`config.mk`:
```
export PLATFORM = sky130hd
export DESIGN_NAME = fetch_sequencer
export DESIGN_NICKNAME = d
export VERILOG_FILES = /design/src/rtl/fetch_sequencer_pkg.sv /design/src/rtl/fetch_sequencer.sv
export SDC_FILE = /design/constraint.sdc
export NUM_CORES = 1
export LEC_CHECK = 0
export ABC_AREA = 1
export BUFFER_PORTS_ARGS = -buffer_cell sky130_fd_sc_hd__buf_4
export CAP_MARGIN = 20
export CORE_AREA = 8 8 121 78
export CTS_BUF_LIST = sky130_fd_sc_hd__clkbuf_4 sky130_fd_sc_hd__clkbuf_8
export CTS_CLUSTER_DIAMETER = 200
export DETAILED_ROUTE_END_ITERATION = 16
export DIE_AREA = 0 0 129 86
export HOLD_SLACK_MARGIN = 0.08
export PLACE_DENSITY_LB_ADDON = 0.05
export REMOVE_ABC_BUFFERS = 1
export SYNTH_ARGS = -nofsm -noshare
export SYNTH_HDL_FRONTEND = slang
export SYNTH_SLANG_ARGS = --single-unit
```
`constraint.sdc`:
```
create_clock -name clk -period 1.6 [get_ports clk]
set_clock_uncertainty 0.1 [all_clocks]
set_input_delay 0.24 -clock clk [delete_from_list [all_inputs] [get_ports clk]]
set_output_delay 0.24 -clock clk [all_outputs]
set_load 0.02 [all_outputs]
```
`src/rtl/fetch_sequencer_pkg.sv`:
```
// Shared CPU definitions for the fetch sequencer: state encoding, default
// step/halt opcode, and instruction field layout.
package fetch_sequencer_pkg;

    typedef enum logic [1:0] {
        ST_IDLE,
        ST_FETCH,
        ST_EXEC,
        ST_HALT
    } state_t;

    localparam int unsigned STEP_DEFAULT    = 4;
    localparam logic [7:0]  HALT_OP_DEFAULT = 8'hFF;

    localparam int unsigned OPCODE_LSB = 0;
    localparam int unsigned ARG1_LSB   = 8;
    localparam int unsigned ARG2_LSB   = 16;
    localparam int unsigned RESULT_LSB = 24;

    function automatic logic [31:0] pack_instr(
        input logic [7:0] opcode,
        input logic [7:0] arg1,
        input logic [7:0] arg2,
        input logic [7:0] result
    );
        logic [31:0] word;
        word = '0;
        word[OPCODE_LSB +: 8] = opcode;
        word[ARG1_LSB   +: 8] = arg1;
        word[ARG2_LSB   +: 8] = arg2;
        word[RESULT_LSB +: 8] = result;
        return word;
    endfunction

endpackage

```
`src/rtl/fetch_sequencer.sv`:
```
// Instruction fetch/execute sequencer: reads four bytes per instruction from
// program RAM, strobes exec for one cycle, then advances or branches pc.
module fetch_sequencer
    import fetch_sequencer_pkg::*;
#(
    parameter int unsigned STEP    = STEP_DEFAULT,
    parameter logic [7:0]  HALT_OP = HALT_OP_DEFAULT
) (
    input  logic        clk,
    input  logic        rst,
    input  logic        run,
    input  logic        step,
    output logic [7:0]  mem_addr,
    output logic        mem_rd,
    input  logic [7:0]  mem_data,
    input  logic        mem_ready,
    input  logic        jump_valid,
    input  logic [7:0]  jump_addr,
    output logic [7:0]  pc,
    output logic [31:0] instr,
    output logic        exec,
    output logic        busy,
    output logic        halted
);

    localparam logic [7:0] STEP_INC = 8'(STEP);

    state_t      state;
    state_t      state_next;
    logic [1:0]  idx;
    logic [23:0] buffer;
    logic        capture;

    always_ff @(posedge clk or negedge rst) begin
        if (!rst) begin
            state <= ST_IDLE;
        end else begin
            state <= state_next;
        end
    end

    always_comb begin
        state_next = state;
        mem_rd     = 1'b0;
        exec       = 1'b0;
        busy       = 1'b0;
        halted     = 1'b0;
        capture    = 1'b0;
        case (state)
            ST_IDLE: begin
                if (run || step) begin
                    state_next = ST_FETCH;
                end
            end
            ST_FETCH: begin
                mem_rd  = 1'b1;
                busy    = 1'b1;
                capture = mem_ready;
                if (mem_ready && idx == 2'd3) begin
                    state_next = (buffer[OPCODE_LSB +: 8] == HALT_OP) ? ST_HALT : ST_EXEC;
                end
            end
            ST_EXEC: begin
                exec       = 1'b1;
                busy       = 1'b1;
                state_next = run ? ST_FETCH : ST_IDLE;
            end
            ST_HALT: begin
                halted = 1'b1;
            end
            default: begin
                state_next = ST_IDLE;
            end
        endcase
    end

    // idx is held at 0 outside FETCH, so this is simply pc in other states.
    assign mem_addr = pc + {6'b0, idx};

    always_ff @(posedge clk or negedge rst) begin
        if (!rst) begin
            pc     <= '0;
            idx    <= '0;
            buffer <= '0;
            instr  <= '0;
        end else begin
            if (capture) begin
                idx <= idx + 2'd1;
                // Byte 3 goes straight into instr alongside the buffered bytes.
                case (idx)
                    2'd0: buffer[7:0]   <= mem_data;
                    2'd1: buffer[15:8]  <= mem_data;
                    2'd2: buffer[23:16] <= mem_data;
                    default: instr <= pack_instr(buffer[7:0], buffer[15:8],
                                                 buffer[23:16], mem_data);
                endcase
            end
            if (state == ST_EXEC) begin
                pc  <= jump_valid ? {jump_addr[7:2], 2'b00} : pc + STEP_INC;
                idx <= '0;
            end
        end
    end

endmodule

```
==> results of run 1 <==
-- Yosys cell counts, drive strengths merged --
cell / number
o22ai: 1
clkbuf: 8
a211oi: 1
a21boi: 1
nand3: 31
a21oi: 4
inv: 22
o21ai: 41
conb: 1
nand2: 107
buf: 14
nor2: 14
dfrtp: 66
o21bai: 1
ha: 10
a21o: 2
-- placed cells by master (no fill, tap or decap), types with 6 or more instances in the layout --
cell type / instances
clkbuf_8: 12
ha_1: 6
nor2_1: 14
o21ai_2: 9
buf_4: 75
nand3_1: 31
nand2_1: 102
o21ai_1: 23
dfrtp_1: 66
o21ai_0: 9
inv_1: 19
-- cells by family (layout without fill, tap and decap cells) --
| kind of cell | Yosys count | in the layout | synth area share |
|---|---|---|---|
| buffers and inverters | 44 | 126 | 0.0828 |
| AOI/OAI and AO/OA | 51 | 51 | 0.102 |
| adders and majority gates | 10 | 10 | 0.0420 |
| other | 1 | 2 | 0.00126 |
| and+or+nand+nor | 152 | 152 | 0.217 |
| DFF | 66 | 66 | 0.555 |
-- per-stage QoR --
step	hold slack [ns]	total power, uW	setup slack, ns
after CTS	0.0812	8070	-0.0290
after floorplan	-0.156	4990	-0.309
after global placement	0.0188	6570	0.0202
after detailed placement	0.0213	6610	0.00241
after global routing	0.114	8760	-0.00801
final	0.0976	8090	0.0511
-- where the power goes --
group          total [uW]  switching, uW  leakage, uW  internal [uW]
Clock                1320            605     0.000103            720
Combinational        3840           2200      0.00115           1650
Sequential           2920            509     0.000836           2410
Total                8090           3310      0.00209           4780
-- what timing repair did --
item | in CTS | in global routing
hold endpoints to repair | 70 | 0
endpoints found under the setup margin | 5 | 52
buffers inserted | 0 | 5
resized for setup | 8 | 6
pin swaps | 1 | 2
hold buffers | 5 | 0
-- critical path, cell delays in order (launching register included) --
cell	delay, ns
dfrtp_1	0.40
buf_4	0.15
ha_4	0.18
buf_6	0.13
-- cell type report --
cell class | instances | area share
flip-flops and latches | 66 | 0.421
multi-input cells | 215 | 0.287
repair buffers | 88 | 0.186
clock buffers | 14 | 0.0459
well taps | 108 | 0.0344
inverters | 22 | 0.0230
clock inverters | 2 | 0.00255
-- state kept, by name, indices dropped and copies added (netlist names) --
| name | flops |
|---|---|
| pc | 6 |
| idx | 2 |
| instr | 32 |
| state | 2 |
| buffer | 24 |
-- how the worst max path moves through the flow --
| stage | endpoint | depth (start not counted) | slack [ns] |
|---|---|---|---|
| 2_1_floorplan | state[0]$_DFFE_PN0P_ | 6 | -0.31 |
| 3_3_place_gp | instr[7]$_DFFE_PN0P_ | 8 | 0.02 |
| 3_5_place_dp | instr[30]$_DFFE_PN0P_ | 8 | 0.002 |
| 4_1_cts | mem_rd | 3 | -0.03 |
| 5_1_grt | instr[7]$_DFFE_PN0P_ | 8 | -0.008 |
| 6_report | mem_rd | 3 | 0.05 |
-- layer usage --
layer,wire length (um),part of all wire
met1,3450,0.49
met2,3020,0.43
met3,531,0.075
met4,86,0.012
met5,0,0
==> implementation parameters, run 1 <==
Parameter                              Value

Status
  Run status ... finished, final reports clean

Global routing
  Global router's overall resource usage ... 0.140
  Layer carrying the most global-route usage ... met2
  Maximum number of pins on one net before global-route repair ... 36
  Global Route met1 Usage ... 0.184
  Met3 capacity usage during global routing ... 0.0632
  Gr ovfl total ... 0
  Global-route wire length before repair ... 12.0 mm
  Met2 layer usage reported by global route ... 0.197
  Vias in the first global route ... 2,293
  Initial antenna violation count ... 0

Setup path
  Startpoint-to-endpoint class of the critical path ... flop to output pin
  Element type at the critical path end ... output pin
  Kind of launch point of the worst setup path ... flop
  R2R Path Start ... state[0]$_DFFE_PN0P_
  Worst Reg2Reg Path Length in Cells ... 8
  Worst-path fanout max ... 5
  Arrival time reported for the critical path endpoint ... 1.21 ns
  Data required time at the worst endpoint ... 1.26 ns
  Worst setup startpoint ... state[0]$_DFFE_PN0P_
  RR Endpoint ... instr[31]$_DFFE_PN0P_
  Flop-to-flop setup slack ... 0.11 ns

Layout
  Count of fill cells added during filler insertion ... 759
  Fraction of layout cells with a size suffix above 1 ... 0.297
  Synthesis-to-layout area growth ... 31.8%
  Ant diodes ... 0
  Post-layout utilization of the core ... 0.512
  Post-layout nets ... 434
  Post-layout instance count excluding filler cells ... 515
  Multi-input gate area in the final layout ... 1130 um2
  Flip-flop and latch area ... 1650 um2
  Area of all placed cells without fillers ... 3920 um2

Timing
  Highest clock frequency the design can meet ... 646 MHz
  Hold Violations, Final ... 0
  RSZ-0062 raised after global routing ... yes
  Share of the cycle needed by the critical path after routing ... 0.968
  Post-Route Setup TNS ... 0 ns
  Final setup violation count ... 0
  Total count of max-transition violations in the final report ... 0
  Final critical-path required period ... 1.55 ns

Floorplan
  # rows ... 25
  Die Ht ... 86 um
  Die area ... 11,100 um2
  Area of the core region ... 7660 um2
  Width of the die ... 129 um
  Initial core utilization ... 0.388
  Boundary pin count ... 74

Clock tree
  Library cell used as clock root buffer ... clkbuf_8
  Worst-case clock buffer depth ... 2
  CTS H-tree lvls ... 3
  Clock latency at the later pin of the worst-skew pair ... 0.34 ns
  TritonCTS clock tree ... done
  Count of clock tree sinks ... 66
  Clock input transition at the sequential cells of the worst setup and hold paths ... 0.07 ns
  Number of buffers added by the clock tree synthesis step ... 9

Routing
  DRC violations left ... 0
  Initial DRT Pass Iterations ... 4
  Residual antenna-violating net count after detailed routing ... 0
  1st-iter DRT viols ... 163
  Average wire per cell in the routed design ... 13.8 um
  Ratio of routed vias to standard cells ... 4.50
  Drt total wl ... 7.09 mm
  Via count ... 2,320

Power
  IR drop worst, VDD ... 763 uV
  Leakage power ... 0.00209 uW
  Power per cell area ... 2060 nW/um2

Placed design
  Post-detailed-placement half-perimeter wirelength ... 5.00 mm
  Standard cell area after detailed placement ... 3590 um2
  Cell total after placement ... 490
  RD Place Congestion ... 0.754
  Count of input and output buffers ... 69

Synthesis
  Syn Area/Cell ... 9.19 um2
  Cell area after synthesis ... 2980 um2
  Area share of the largest cell type after synthesis ... 0.555
  Synth warnings ... 0
  Seq/Total Area, Yosys ... 0.555
  Post-synthesis sequential element count ... 66
  Number of different library cells in the post-synthesis netlist ... 22
  Post-Synthesis Cells ... 324
  Synth top area cells ... dfrtp_1, nand2_1, nand3_1
  Library cell with the largest summed area after synthesis ... dfrtp_1

Worst hold path
  Worst Hold Launch ... mem_data[6]
  Worst Hold Path Cells ... 3
  Class of the worst hold path ... primary input to flop
  Sink of the worst hold path ... buffer[22]$_DFFE_PN0P_

Flow run
  Number of max-cap violations ... 0
No activity file was read; power rests on OpenSTA's default activity.
==> run 2: changes to the inputs <==
--- a/config.mk
+++ b/config.mk
@@ -8,11 +8,11 @@
 export ABC_AREA = 1
 export BUFFER_PORTS_ARGS = -buffer_cell sky130_fd_sc_hd__buf_4
 export CAP_MARGIN = 20
-export CORE_AREA = 8 8 121 78
+export CORE_AREA = 8 8 104 68
 export CTS_BUF_LIST = sky130_fd_sc_hd__clkbuf_4 sky130_fd_sc_hd__clkbuf_8
 export CTS_CLUSTER_DIAMETER = 200
 export DETAILED_ROUTE_END_ITERATION = 16
-export DIE_AREA = 0 0 129 86
+export DIE_AREA = 0 0 112 76
 export HOLD_SLACK_MARGIN = 0.08
 export PLACE_DENSITY_LB_ADDON = 0.05
 export REMOVE_ABC_BUFFERS = 1
==> run 2 against run 1 <==
Routed wire length shrank 5.7%. Largest power group unchanged. Die area down 23%. Critical endpoint unchanged. Sequential power about the same. Combinational power about the same. Final cell count down 8.2%.
==> implementation parameters, run 2 (same netlist as run 1, synthesis figures left out) <==
Parameter                              Value

Status
  Run status ... finished, final reports clean

Placed design
  RD Place Congestion ... 0.889
  Minimum setup slack after placement ... -0.0965 ns
  Count of input and output buffers ... 69
  Post-detailed-placement half-perimeter wirelength ... 4.62 mm
  Standard cell area after detailed placement ... 3520 um2

Timing
  Min setup slack post-route ... 0.0213 ns
  Share of the cycle needed by the critical path after routing ... 0.987
  Hold Violations, Final ... 0
  Final setup violation count ... 0
  Highest clock frequency the design can meet ... 633 MHz
  Final critical-path required period ... 1.58 ns
  RSZ-0062 raised after global routing ... yes
  Total count of max-transition violations in the final report ... 0

Layout
  Flip-flop and latch area ... 1650 um2
  Number of flip-flops under the largest register name ... 32
  Fraction of layout cells with a size suffix above 1 ... 0.297
  Synthesis-to-layout area growth ... 28.4%
  Registers with the highest flip-flop counts ... instr: 32 flops, buffer: 24 flops, pc: 6 flops
  Register with the highest flop count ... instr
  Post-layout nets ... 430
  Ant diodes ... 0
  Multi-input gate area in the final layout ... 1130 um2
  Area of all placed cells without fillers ... 3820 um2
  Count of fill cells added during filler insertion ... 500
  Most common cell after layout, fill and taps aside ... nand2_1
  Commonest cells after routing, fill and taps aside ... nand2_1, buf_4, dfrtp_1, nand3_1, o21ai_1
  Post-layout utilization of the core ... 0.667

Global routing
  Global-route wire length before repair ... 11.3 mm
  Gr ovfl total ... 0
  Initial antenna violation count ... 0
  Global router's overall resource usage ... 0.163
  Maximum number of pins on one net before global-route repair ... 46
  Vias in the first global route ... 2,358

Floorplan
  Initial core utilization ... 0.520
  Area of the core region ... 5730 um2
  Boundary pin count ... 74
  Die area ... 8510 um2
  # rows ... 22
  Width of the die ... 112 um
  Die Ht ... 76 um

Setup path
  Data required time at the worst endpoint ... 1.26 ns
  Kind of launch point of the worst setup path ... flop
  Element type at the critical path end ... output pin
  Startpoint-to-endpoint class of the critical path ... flop to output pin
  Worst-path fanout max ... 4
  Arrival time reported for the critical path endpoint ... 1.24 ns

Clock tree
  CTS H-tree lvls ... 3
  Worst-case clock buffer depth ... 2
  Library cell used as clock root buffer ... clkbuf_8
  TritonCTS clock tree ... done
  Clock latency at the later pin of the worst-skew pair ... 0.33 ns
  Clock input transition at the sequential cells of the worst setup and hold paths ... 0.07 ns
  Number of buffers added by the clock tree synthesis step ... 9
  Count of clock tree sinks ... 66

Power
  Power spent charging and discharging nets ... 3290 uW
  Clock share of power ... 0.168
  Internal Pwr Total ... 4820 uW
  Leakage power ... 0.00205 uW
  Total Power ... 8110 uW
  Reg power frac ... 0.359
  IR drop worst, VDD ... 890 uV
  Power per cell area ... 2120 nW/um2
  Fraction of power spent switching nets ... 0.406
  Logic pwr share ... 0.474

Routing
  Initial DRT Pass Iterations ... 4
  Ratio of routed vias to standard cells ... 4.96
  Via count ... 2,346
  1st-iter DRT viols ... 156
  Average wire per cell in the routed design ... 14.1 um
  DRC violations left ... 0
  Drt total wl ... 6.69 mm
  Residual antenna-violating net count after detailed routing ... 0

Worst hold path
  Class of the worst hold path ... primary input to flop

Flow run
  Number of max-cap violations ... 0
==> run 2: changes by cell type in the layout (fill, tap and decap cells not counted), sizes merged <==
cell         change
clkbuf           -3
bufinv           +1
buf              -1
dlygate4sd3      -3
==> run 2: repair_timing <==
action                                  4_1_cts  5_1_grt
hold buffers                                  2        0
cloned                                        0        0
endpoints found under the hold margin        67        0
pin swaps                                     0        2
endpoints found under the setup margin       35       33
gates resized for setup                       5       11
setup buffers                                 1        3
==> run 2: cell type report <==
| type | count | share of cell area |
|---|---|---|
| clock buffers | 11 | 0.0396 |
| multi-input cells | 215 | 0.297 |
| inverters | 22 | 0.0242 |
| clock inverters | 3 | 0.0105 |
| well taps | 72 | 0.0236 |
| repair buffers | 84 | 0.173 |
| flip-flops and latches | 66 | 0.433 |
==> run 2: routing by layer <==
layer,GRT usage,vias to the layer above,part of all wire
met1,0.212,1105,0.49
li1,-,1169,-
met4,0.0509,0,0.0088
met5,0,-,0
met3,0.0609,7,0.067
met2,0.246,65,0.44
==> run 2: worst paths after layout <==
check / from / endpoint / slack, ns / cells after the start
min in group asynchronous: rst / instr[9]$_DFFE_PN0P_ / 0.24 / 2
worst min-delay path: jump_addr[3] / pc[3]$_DFFE_PN0P_ / 0.11 / 3
worst max register to register: state[0]$_DFFE_PN0P_ / state[0]$_DFFE_PN0P_ / 0.07 / 6
worst max-delay path: state[0]$_DFFE_PN0P_ / mem_rd / 0.02 / 3
max in group asynchronous: rst / pc[2]$_DFFE_PN0P_ / 0.64 / 3
worst min register to register: instr[11]$_DFFE_PN0P_ / instr[11]$_DFFE_PN0P_ / 0.37 / 2
==> run 2: metrics by stage <==
step | hold slack (ns) | TNS (ns) | instances
final | 0.108 | 0 | 473
after global routing | 0.112 | -0.0628 | 473
after CTS | 0.0985 | -0.0391 | 470
after detailed placement | 0.0488 | -1.89 | 454
after global placement | 0.0496 | -0.704 | 454
after floorplan | -0.156 | -6.86 | 303
==> run 2: worst max-delay path, cell delays in order (launching register included) <==
cell and delay (ns):
dfrtp_2 0.46, ha_4 0.19, buf_4 0.14, buf_6 0.12
==> run 2: power by group through the flow <==
stage	Clock, uW	Combinational [uW]	Sequential, uW
floorplan	0	1480	3520
finish	1360	3840	2910
CTS	1390	3750	2880
global placement	0	3600	2900
global route	1460	4250	3000
detailed placement	0	3670	2920
==> run 3: changes to the inputs <==
--- a/config.mk
+++ b/config.mk
@@ -8,11 +8,11 @@
 export ABC_AREA = 1
 export BUFFER_PORTS_ARGS = -buffer_cell sky130_fd_sc_hd__buf_4
 export CAP_MARGIN = 20
-export CORE_AREA = 8 8 104 68
+export CORE_AREA = 8 8 116 75
 export CTS_BUF_LIST = sky130_fd_sc_hd__clkbuf_4 sky130_fd_sc_hd__clkbuf_8
 export CTS_CLUSTER_DIAMETER = 200
 export DETAILED_ROUTE_END_ITERATION = 16
-export DIE_AREA = 0 0 112 76
+export DIE_AREA = 0 0 124 83
 export HOLD_SLACK_MARGIN = 0.08
 export PLACE_DENSITY_LB_ADDON = 0.05
 export REMOVE_ABC_BUFFERS = 1
==> run 3 against run 2 <==
Clock power fell by 7%. Setup slack got worse by 0.050 ns. Utilization fell by 11 points. Total power rose by 0.83%. Largest power group unchanged. Global-route usage decreased by 2.3 points. First-iteration DRC count decreased by 15%. Routed wire length up 5.9%. Final cell count up 5.3%. Count of clock-buffer cells in the layout rose by 2. The run now ends with negative setup slack left. Critical endpoint is now exec.
==> implementation parameters, run 3 (same netlist as run 1, synthesis figures left out) <==
Parameter                              Value

Status
  Run status ... finished with violations
  Violations in the final reports ... negative setup slack

Placed design
  Post-detailed-placement half-perimeter wirelength ... 4.90 mm
  Cell total after placement ... 473
  RD Place Congestion ... 0.823
  Minimum setup slack after placement ... -0.0445 ns
  Standard cell area after detailed placement ... 3580 um2
  Count of input and output buffers ... 69

Timing
  RSZ-0062 raised after global routing ... yes
  Min setup slack post-route ... -0.0288 ns
  Final critical-path required period ... 1.63 ns
  Post-Route Setup TNS ... -0.0526 ns
  Total count of max-transition violations in the final report ... 0
  Hold Violations, Final ... 0
  Final setup violation count ... 2
  Hold Worst Slack ... 0.0956 ns
  Share of the cycle needed by the critical path after routing ... 1.02
  Highest clock frequency the design can meet ... 614 MHz

Global routing
  Gr ovfl total ... 0
  Initial antenna violation count ... 0
  Global router's overall resource usage ... 0.140
  Global-route wire length before repair ... 11.3 mm
  Maximum number of pins on one net before global-route repair ... 40
  Vias in the first global route ... 2,261

Routing
  Ratio of routed vias to standard cells ... 4.66
  Via count ... 2,321
  Drt total wl ... 7.08 mm
  Initial DRT Pass Iterations ... 4
  DRC violations left ... 0
  Average wire per cell in the routed design ... 14.2 um
  Residual antenna-violating net count after detailed routing ... 0
  1st-iter DRT viols ... 133

Worst hold path
  Class of the worst hold path ... primary input to flop
  Worst Hold Launch ... mem_data[5]

Clock tree
  Count of clock tree sinks ... 66
  CTS H-tree lvls ... 3
  Clock latency at the later pin of the worst-skew pair ... 0.34 ns
  TritonCTS clock tree ... done
  Worst-case clock buffer depth ... 2
  Number of buffers added by the clock tree synthesis step ... 9
  Clock input transition at the sequential cells of the worst setup and hold paths ... 0.07 ns
  Library cell used as clock root buffer ... clkbuf_8

Setup path
  Flop-to-flop setup slack ... 0.07 ns
  CP Cell Sequence ... buf_6 -> ha_4 -> buf_12 -> buf_8
  R2R Path Start ... state[1]$_DFFE_PN0P_
  Library cell contributing the largest single delay on the critical path ... dfrtp_1
  Worst setup startpoint ... state[1]$_DFFE_PN0P_
  Kind of launch point of the worst setup path ... flop
  Arrival time reported for the critical path endpoint ... 1.29 ns
  RR Endpoint ... state[0]$_DFFE_PN0P_
  Worst Reg2Reg Path Length in Cells ... 7
  Element type at the critical path end ... output pin
  Maximum single-stage delay on the critical path ... 0.40 ns
  Destination of the critical timing path ... exec
  Data required time at the worst endpoint ... 1.26 ns
  Startpoint-to-endpoint class of the critical path ... flop to output pin
  Worst-path fanout max ... 5

Power
  Power per cell area ... 2070 nW/um2
  IR drop worst, VDD ... 929 uV
  Leakage power ... 0.00209 uW
  Fraction of power spent switching nets ... 0.412
  Internal Pwr Total ... 4810 uW
  Clock share of power ... 0.155
  Logic pwr share ... 0.486
  Reg power frac ... 0.359
  Power spent charging and discharging nets ... 3370 uW

Flow run
  Number of max-cap violations ... 0

Layout
  Ant diodes ... 0
  Post-layout instance count excluding filler cells ... 498
  Most common cell after layout, fill and taps aside ... nand2_1
  Commonest cells after routing, fill and taps aside ... nand2_1, buf_4, dfrtp_1, nand3_1, o21ai_1
  Count of fill cells added during filler insertion ... 666
  Area of all placed cells without fillers ... 3940 um2
  Flip-flop and latch area ... 1650 um2
  Post-layout nets ... 435
  Fraction of layout cells with a size suffix above 1 ... 0.305
  Synthesis-to-layout area growth ... 32.5%
  Registers with the highest flip-flop counts ... instr: 32 flops, buffer: 24 flops, pc: 6 flops
  Multi-input gate area in the final layout ... 1130 um2
  Register with the highest flop count ... instr
  Number of flip-flops under the largest register name ... 32

Floorplan
  Area of the core region ... 7030 um2
  Initial core utilization ... 0.424
  Die Ht ... 83 um
  Die area ... 10,300 um2
  # rows ... 24
  Width of the die ... 124 um
  Boundary pin count ... 74
-- run 3: power by group through the flow --
stage	clock [uW]	combinational (uW)	sequential (uW)
finish	1260	3970	2940
global route	1370	4350	3040
CTS	1310	3860	2940
detailed placement	0	3700	2950
global placement	0	3650	2920
floorplan	0	1480	3520
-- run 3: timing repair --
item / in CTS / in global routing
hold buffers: 3 / 0
gates cloned: 0 / 1
setup endpoints to repair: 28 / 28
setup buffers: 2 / 4
gates resized for setup: 13 / 7
endpoints found under the hold margin: 53 / 0
pin swaps: 0 / 5
-- run 3: layer usage --
metal,track usage,vias up,wire (um)
met5,0,-,0
met4,0.0419,0,87
met3,0.0574,10,379
met2,0.200,39,3150
met1,0.187,1078,3460
li1,-,1194,-
-- run 3: how the worst min path moves through the flow --
stage                                  end  slack (ns)  depth (start not counted)
finish              buffer[21]$_DFFE_PN0P_         0.1                          3
detailed placement   instr[22]$_DFFE_PN0P_        0.09                          1
global placement     instr[22]$_DFFE_PN0P_         0.1                          1
floorplan            buffer[0]$_DFFE_PN0P_       -0.16                          0
global route        buffer[21]$_DFFE_PN0P_         0.1                          3
CTS                      pc[5]$_DFFE_PN0P_        0.09                          5
-- run 3: critical path: cells and delay by family, from the launching register on --
| kind | cells | cell delay (ns) |
|---|---|---|
| DFF | 1 | 0.40 |
| buffers and inverters | 3 | 0.38 |
| adders and majority gates | 1 | 0.16 |
-- run 3: final cells by class --
type	count	share of cell area
Clock buffer	13	0.0422
Clock inverter	2	0.00317
Inverter	22	0.0247
Multi-Input combinational cell	215	0.288
Sequential cell	66	0.419
Tap cell	91	0.0289
Timing Repair Buffer	88	0.192
Timing Repair inverter	1	0.00222
-- run 3: per-stage QoR --
| stage | power (uW) | util |
|---|---|---|
| 2_1_floorplan | 4990 | - |
| 3_3_place_gp | 6570 | 0.510 |
| 3_5_place_dp | 6640 | 0.510 |
| 4_1_cts | 8110 | 0.550 |
| 5_1_grt | 8770 | 0.561 |
| 6_report | 8170 | 0.561 |
